--- config.mk ---
export PLATFORM = sky130hd
export DESIGN_NAME = plru_repl_ctrl_flat
export DESIGN_NICKNAME = d
export VERILOG_FILES = /design/src/rtl/plru_repl_ctrl_if.sv /design/src/rtl/plru_repl_ctrl.sv /design/src/flat_wrapper.sv
export SDC_FILE = /design/constraint.sdc
export NUM_CORES = 1
export LEC_CHECK = 0
export ABC_AREA = 1
export CAP_MARGIN = 20
export CORE_MARGIN = 2
export CORE_UTILIZATION = 45
export DETAILED_ROUTE_END_ITERATION = 10
export PLACE_DENSITY = 0.58
export REMOVE_ABC_BUFFERS = 1
export SLEW_MARGIN = 40
export SYNTH_ARGS = -nofsm -noshare
export SYNTH_HDL_FRONTEND = slang
export SYNTH_SLANG_ARGS = --single-unit
export TNS_END_PERCENT = 5
--- constraint.sdc ---
create_clock -name clk -period 6.9 [get_ports clk]
set_input_delay 1.035 -clock clk [delete_from_list [all_inputs] [get_ports clk]]
set_output_delay 1.035 -clock clk [all_outputs]
set_load 0.005 [all_outputs]
--- src/rtl/plru_repl_ctrl_if.sv ---
// Bus bundle between a cache refill path and its tree-PLRU replacement controller.
// master = cache side, slave = replacement controller.
interface plru_repl_ctrl_if #(
  parameter int WAY_CNT = 4,
  parameter int SET_CNT = 64
);
  localparam int SET_W = $clog2(SET_CNT);

  logic               touch_valid_i;
  logic [SET_W-1:0]   touch_set_i;
  logic [WAY_CNT-1:0] touch_way_i;
  logic               vreq_valid_i;
  logic               vreq_ready_o;
  logic [SET_W-1:0]   vreq_set_i;
  logic [WAY_CNT-1:0] vreq_inv_i;
  logic               victim_valid_o;
  logic               victim_ready_i;
  logic [WAY_CNT-1:0] victim_way_o;
  logic               flush_i;
  logic               flush_busy_o;
  logic               flush_done_o;

  modport master (
    output touch_valid_i, touch_set_i, touch_way_i,
    output vreq_valid_i, vreq_set_i, vreq_inv_i, victim_ready_i, flush_i,
    input  vreq_ready_o, victim_valid_o, victim_way_o, flush_busy_o, flush_done_o
  );

  modport slave (
    input  touch_valid_i, touch_set_i, touch_way_i,
    input  vreq_valid_i, vreq_set_i, vreq_inv_i, victim_ready_i, flush_i,
    output vreq_ready_o, victim_valid_o, victim_way_o, flush_busy_o, flush_done_o
  );
endinterface

--- src/rtl/plru_repl_ctrl.sv ---
// Per-set tree-PLRU replacement controller: hit touches, one outstanding victim
// request with fill commit on handshake, and a sequenced one-set-per-cycle flush.
module plru_repl_ctrl #(
  parameter int WAY_CNT = 4,
  parameter int SET_CNT = 64,
  localparam int SET_W  = $clog2(SET_CNT)
) (
  input logic             clk,
  input logic             rst_n,
  plru_repl_ctrl_if.slave bus
);
  localparam int LVL = $clog2(WAY_CNT);

  typedef logic [WAY_CNT-1:1] tree_t;  // heap-indexed, node 1 is the root
  typedef logic [WAY_CNT-1:0] way_t;
  typedef enum logic {IDLE, FLUSH} state_e;

  // Marks every node on the touched way's path as pointing away from it.
  function automatic tree_t touch_tree(input tree_t t, input way_t way);
    tree_t r    = t;
    int    idx  = 0;
    int    node = 1;
    int    b;
    if (way == '0) return t;
    for (int i = 0; i < WAY_CNT; i++) if (way[i]) idx = i;
    for (int l = LVL - 1; l >= 0; l--) begin
      b       = (idx >> l) & 1;
      r[node] = (b == 0);
      node    = 2 * node + b;
    end
    return r;
  endfunction

  function automatic way_t plru_walk(input tree_t t);
    way_t v    = '0;
    int   node = 1;
    for (int l = 0; l < LVL; l++) node = 2 * node + (t[node] ? 1 : 0);
    v[node - WAY_CNT] = 1'b1;
    return v;
  endfunction

  function automatic way_t lowest_way(input way_t inv);
    way_t v = '0;
    for (int i = WAY_CNT - 1; i >= 0; i--) begin
      if (inv[i]) begin
        v    = '0;
        v[i] = 1'b1;
      end
    end
    return v;
  endfunction

  state_e           state_q, state_d;
  tree_t            tree_q [SET_CNT];
  tree_t            tree_d [SET_CNT];
  logic             victim_valid_q, victim_valid_d;
  way_t             victim_way_q, victim_way_d;
  logic [SET_W-1:0] vset_q, vset_d;
  logic             flush_pend_q, flush_pend_d;
  logic [SET_W-1:0] flush_cnt_q, flush_cnt_d;
  logic             flush_done_q, flush_done_d;
  logic             flush_busy_q, flush_busy_d;
  logic             touch_en;
  logic             vreq_fire;
  tree_t            sel_tree;

  assign bus.vreq_ready_o   = (state_q == IDLE) && !victim_valid_q && !flush_pend_q;
  assign bus.victim_valid_o = victim_valid_q;
  assign bus.victim_way_o   = victim_way_q;
  assign bus.flush_busy_o   = flush_busy_q;
  assign bus.flush_done_o   = flush_done_q;

  assign touch_en  = (state_q == IDLE) && bus.touch_valid_i && (bus.touch_way_i != '0);
  assign vreq_fire = bus.vreq_valid_i && bus.vreq_ready_o;

  always_comb begin
    // NOTE: every variable gets a default first, so no path leaves one unassigned and no latch is inferred.
    state_d        = state_q;
    tree_d         = tree_q;
    victim_valid_d = victim_valid_q;
    victim_way_d   = victim_way_q;
    vset_d         = vset_q;
    flush_pend_d   = flush_pend_q | bus.flush_i;
    flush_cnt_d    = flush_cnt_q;
    flush_done_d   = 1'b0;
    sel_tree       = tree_q[bus.vreq_set_i];

    if (touch_en) begin
      tree_d[bus.touch_set_i] = touch_tree(tree_q[bus.touch_set_i], bus.touch_way_i);
      if (bus.touch_set_i == bus.vreq_set_i) sel_tree = touch_tree(sel_tree, bus.touch_way_i);
    end

    // Fill commit lands on top of any same-cycle touch so the filled way ends most-recent.
    if (victim_valid_q && bus.victim_ready_i) begin
      tree_d[vset_q] = touch_tree(tree_d[vset_q], victim_way_q);
      victim_valid_d = 1'b0;
    end

    if (vreq_fire) begin
      victim_valid_d = 1'b1;
      vset_d         = bus.vreq_set_i;
      victim_way_d   = (bus.vreq_inv_i != '0) ? lowest_way(bus.vreq_inv_i) : plru_walk(sel_tree);
    end

    unique case (state_q)
      IDLE: begin
        if (flush_pend_q && !victim_valid_q) begin
          state_d     = FLUSH;
          flush_cnt_d = '0;
        end
      end
      FLUSH: begin
        tree_d[flush_cnt_q] = '0;
        flush_cnt_d         = flush_cnt_q + SET_W'(1);
        if (flush_cnt_q == SET_W'(SET_CNT - 1)) begin
          state_d      = IDLE;
          flush_done_d = 1'b1;
          flush_pend_d = 1'b0;
        end
      end
      default: state_d = IDLE;
    endcase

    flush_busy_d = (state_d == FLUSH);
  end

  // NOTE: sequential state uses non-blocking assignments only, so every flop samples pre-edge values.
  always_ff @(posedge clk or negedge rst_n) begin
    if (!rst_n) begin
      state_q        <= IDLE;
      // NOTE: the tree array is deliberately reset; replacement order after reset must start from all-zero trees.
      tree_q         <= '{default: '0};
      victim_valid_q <= 1'b0;
      victim_way_q   <= '0;
      vset_q         <= '0;
      flush_pend_q   <= 1'b0;
      flush_cnt_q    <= '0;
      flush_done_q   <= 1'b0;
      flush_busy_q   <= 1'b0;
    end else begin
      state_q        <= state_d;
      tree_q         <= tree_d;
      victim_valid_q <= victim_valid_d;
      victim_way_q   <= victim_way_d;
      vset_q         <= vset_d;
      flush_pend_q   <= flush_pend_d;
      flush_cnt_q    <= flush_cnt_d;
      flush_done_q   <= flush_done_d;
      flush_busy_q   <= flush_busy_d;
    end
  end

  a_touch_onehot0: assert property (@(posedge clk) disable iff (!rst_n)
    bus.touch_valid_i |-> $onehot0(bus.touch_way_i));
endmodule

--- src/flat_wrapper.sv ---
// flat-port wrapper written by rule: the top's interface ports become plain ports
module plru_repl_ctrl_flat 
#(
  parameter int WAY_CNT = 4,
  parameter int SET_CNT = 64,
  localparam int SET_W  = $clog2(SET_CNT)
)
  (clk, rst_n, bus_touch_valid_i, bus_touch_set_i, bus_touch_way_i, bus_vreq_valid_i, bus_vreq_set_i, bus_vreq_inv_i, bus_victim_ready_i, bus_flush_i, bus_vreq_ready_o, bus_victim_valid_o, bus_victim_way_o, bus_flush_busy_o, bus_flush_done_o);
  plru_repl_ctrl_if #(.WAY_CNT(WAY_CNT), .SET_CNT(SET_CNT)) bus_i ();
  input logic clk;
  input logic rst_n;
  input wire logic [$bits(bus_i.touch_valid_i)-1:0] bus_touch_valid_i;
  input wire logic [$bits(bus_i.touch_set_i)-1:0] bus_touch_set_i;
  input wire logic [$bits(bus_i.touch_way_i)-1:0] bus_touch_way_i;
  input wire logic [$bits(bus_i.vreq_valid_i)-1:0] bus_vreq_valid_i;
  input wire logic [$bits(bus_i.vreq_set_i)-1:0] bus_vreq_set_i;
  input wire logic [$bits(bus_i.vreq_inv_i)-1:0] bus_vreq_inv_i;
  input wire logic [$bits(bus_i.victim_ready_i)-1:0] bus_victim_ready_i;
  input wire logic [$bits(bus_i.flush_i)-1:0] bus_flush_i;
  output wire logic [$bits(bus_i.vreq_ready_o)-1:0] bus_vreq_ready_o;
  output wire logic [$bits(bus_i.victim_valid_o)-1:0] bus_victim_valid_o;
  output wire logic [$bits(bus_i.victim_way_o)-1:0] bus_victim_way_o;
  output wire logic [$bits(bus_i.flush_busy_o)-1:0] bus_flush_busy_o;
  output wire logic [$bits(bus_i.flush_done_o)-1:0] bus_flush_done_o;
  assign bus_i.touch_valid_i = bus_touch_valid_i;
  assign bus_i.touch_set_i = bus_touch_set_i;
  assign bus_i.touch_way_i = bus_touch_way_i;
  assign bus_i.vreq_valid_i = bus_vreq_valid_i;
  assign bus_i.vreq_set_i = bus_vreq_set_i;
  assign bus_i.vreq_inv_i = bus_vreq_inv_i;
  assign bus_i.victim_ready_i = bus_victim_ready_i;
  assign bus_i.flush_i = bus_flush_i;
  assign bus_vreq_ready_o = bus_i.vreq_ready_o;
  assign bus_victim_valid_o = bus_i.victim_valid_o;
  assign bus_victim_way_o = bus_i.victim_way_o;
  assign bus_flush_busy_o = bus_i.flush_busy_o;
  assign bus_flush_done_o = bus_i.flush_done_o;
  plru_repl_ctrl #(.WAY_CNT(WAY_CNT), .SET_CNT(SET_CNT)) u_core (.clk(clk), .rst_n(rst_n), .bus(bus_i));
endmodule
==> metrics.yaml <==
run_status:
  status: "complete, no violations"
floorplan:
  rows: 74
  coreArea_um2: 40600
  fp.dieArea_um2: 42600
  ios: 34
  start_util: 0.453
  die_h_um: 206
  die_w_um: 206
clocking:
  cts_resized: 0
  cts.sinks: 212
  clkTransAtPathRegs_ns: 0.06
  cts_buffer_depth: 3
  cts_buffers: 28
  post_cts_hold_buffer_count: 0
  insertion_delay_ns: 0.60
  cts_tree: "yes"
  htreeDepth: 1
  post-cts-setup-buffer-count: 0
  cts_root_buffer: "clkbuf_16"
worst_setup_path:
  worst-r2r-setup-slack_ns: 2.46
  critPathArrivalTime_ns: 5.85
  path_class: "in2reg"
  cp-start-kind: "input pin"
  critPathMaxFanout: 41
  end_kind: "register"
  critPathRequiredTime_ns: 7.34
global_route:
  grt_pass1_wl_mm: 133
  grt_max_degree: 108
  grt_pass1_vias: 20300
  grt_antenna_before_repair: 5
  grt_usage: 0.429
  grt_overflow: 0
routing:
  wl_mm: 92.4
  first_pass_iters: 6
  routedWlPerCell_um: 24.9
  drc: 0
  vias: 22800
  antenna_left: 0
  viasPerCell: 6.13
  drt_iter0_markers: 3301
logic_synthesis:
  syn-instance-count: 3187
  synth-seq-area-share: 0.288
  synthDistinctLibCells: 35
  postSynthAreaPerCell_um2: 5.78
  syn_area_um2: 18400
  yosysTopAreaCell: "dfrtp_1"
  yosysTopAreaCellShare: 0.288
  ys_seq_elements: 212
  synthTopCellsByArea: "dfrtp_1 (29%), nand2_1 (27%), o21ai_0 (6.6%)"
  synth-main-ff-cell: "dfrtp_1"
  async_reset_ff_frac: 1.00
  synth-edff-count: 0
  ys.warnings.count: 0
placed_design:
  gp_congestion: 1.01
  port-buffer-count: 33
  hpwl_mm: 62.1
final_layout:
  area_growth_pct: 10.1
  final_nets: 3189
  drive_above_1_share: 0.0741
sta:
  fin_crit_sh: 0.784
  setup_viol: 0
  final-hold-violation-count: 0
  fin_tns_setup_ns: 0
  slew_headroom: 0.350
  min_period_ns: 5.41
  fmax_mhz: 185
  worst_pin_slew_ns: 0.969
  rsz0062_at_grt: "no"
  maxSlewViolCount: 0
  fin_skew_ns: 0.0239
power:
  power.total_w: 0.00396
  leakage_nw: 10.2
  powerDensity_nw_per_um2: 195
  ir_worst_vdd_v: 0.000312
run:
  drv_cap: 0
worst_hold_path:
  hp-class: "in2async"
worst paths after layout:
kind	from	to	depth (start not counted)
hold reg to reg	u_core.bus.victim_way_o[0]	u_core.bus.victim_way_o[0]	2
min in group clk	u_core.bus.victim_way_o[0]	u_core.bus.victim_way_o[0]	2
max in group asynchronous	rst_n	u_core.tree_q[187]	2
hold / removal	rst_n	u_core.tree_q[139]	1
setup / recovery	bus_touch_set_i[0]	u_core.tree_q[124]	24
setup reg to reg	u_core.tree_q[106]	u_core.tree_q[124]	23
cell usage after synthesis (9+ instances only):
library cell  count
nand2_1        1345
nor2_1          323
o21ai_0         244
a21oi_1         232
dfrtp_1         212
nand3_1         207
inv_1           197
or2_2            85
o211ai_1         84
clkbuf_1         75
nor3_1           33
buf_2            28
buf_4            18
buf_6            18
o22ai_1          15
o221ai_1         12
a21oi_2          10
o21ai_1           9
registers in the layout, summed over array words and instances (netlist names):
signal,flops
u_core.flush_pend_q,1
u_core.bus.victim_valid_o,1
u_core.flush_cnt_q,6
u_core.vset_q,6
u_core.state_q,1
u_core.bus.flush_done_o,1
u_core.tree_q,192
u_core.bus.victim_way_o,4
per-stage QoR:
| step | utilization | cells | hold slack [ns] | setup slack, ns | cell area, um^2 |
|---|---|---|---|---|---|
| floorplan | - | 3046 | 0.486 | 2.23 | 17700 |
| global placement | 0.471 | 3662 | 0.499 | 1.20 | 19100 |
| detailed placement | 0.473 | 3663 | 0.518 | 1.14 | 19200 |
| CTS | 0.498 | 3714 | 0.381 | 1.77 | 20300 |
| global route | 0.499 | 3715 | 0.412 | 1.33 | 20300 |
| finish | 0.499 | 3719 | 0.380 | 1.49 | 20300 |
cells by family (layout without fill, tap and decap cells):
family          after synthesis  count (layout)  share of synthesized area
simple gates               2002            2002                      0.438
compound gates              620             620                      0.188
buf+inv                     347             343                     0.0836
flops                       212             212                      0.288
xor+xnor                      5               5                    0.00238
fa+ha+maj                     1               1                   0.000679
other cells                   0               4                          0
final cells by class:
type / instances / area (um^2)
sequential: 212 / 5310
tap: 532 / 666
clock inverter: 14 / 236
inverter: 206 / 776
multi-input combinational: 2628 / 11700
antenna: 4 / 10.0
clock buffer: 37 / 806
timing repair buffer: 86 / 796
fill: 4263 / 20400
critical path: stages:
cell	delay (ns)
buf_4	0.23
inv_2	0.69
nand2_1	0.23
nand3_1	0.15
nand2_1	0.07
o21ai_1	0.20
nand2_1	0.13
nor2_1	0.14
nand2_1	0.07
nand2_2	0.26
buf_4	0.45
buf_4	0.33
nand3_1	0.13
o211ai_1	0.12
nand2_1	0.10
nor2_1	0.09
nand2_1	0.06
nand2_1	0.06
nand2_1	0.10
nor2_1	0.13
nand2_1	0.09
nand2_4	0.35
buf_12	0.35
a21oi_1	0.13
metal layers:
layer / GRT usage / wire [um]
met3: 0.130 / 12000
met4: 0.265 / 6740
met2: 0.613 / 37000
met5: 0 / 32
met1: 0.564 / 36700
power by group:
part	internal, W	switching [W]	total (W)
Sequential	0.00129	0.0000672	0.00136
Clock	0.00104	0.000644	0.00169
Combinational	0.000201	0.000714	0.000915
Total	0.00254	0.00143	0.00396
layout by cell type, fill, tap and decap left out, drive strengths merged, types with 34 or more instances in the layout:
cell type and instances:
a21oi 242, buf 58, clkbuf 37, dfrtp 212, inv 201, nand2 1350
nand3 207, nor2 323, nor3 34, o211ai 84, o21ai 253, or2 85
No activity file was read; power rests on OpenSTA's default activity.
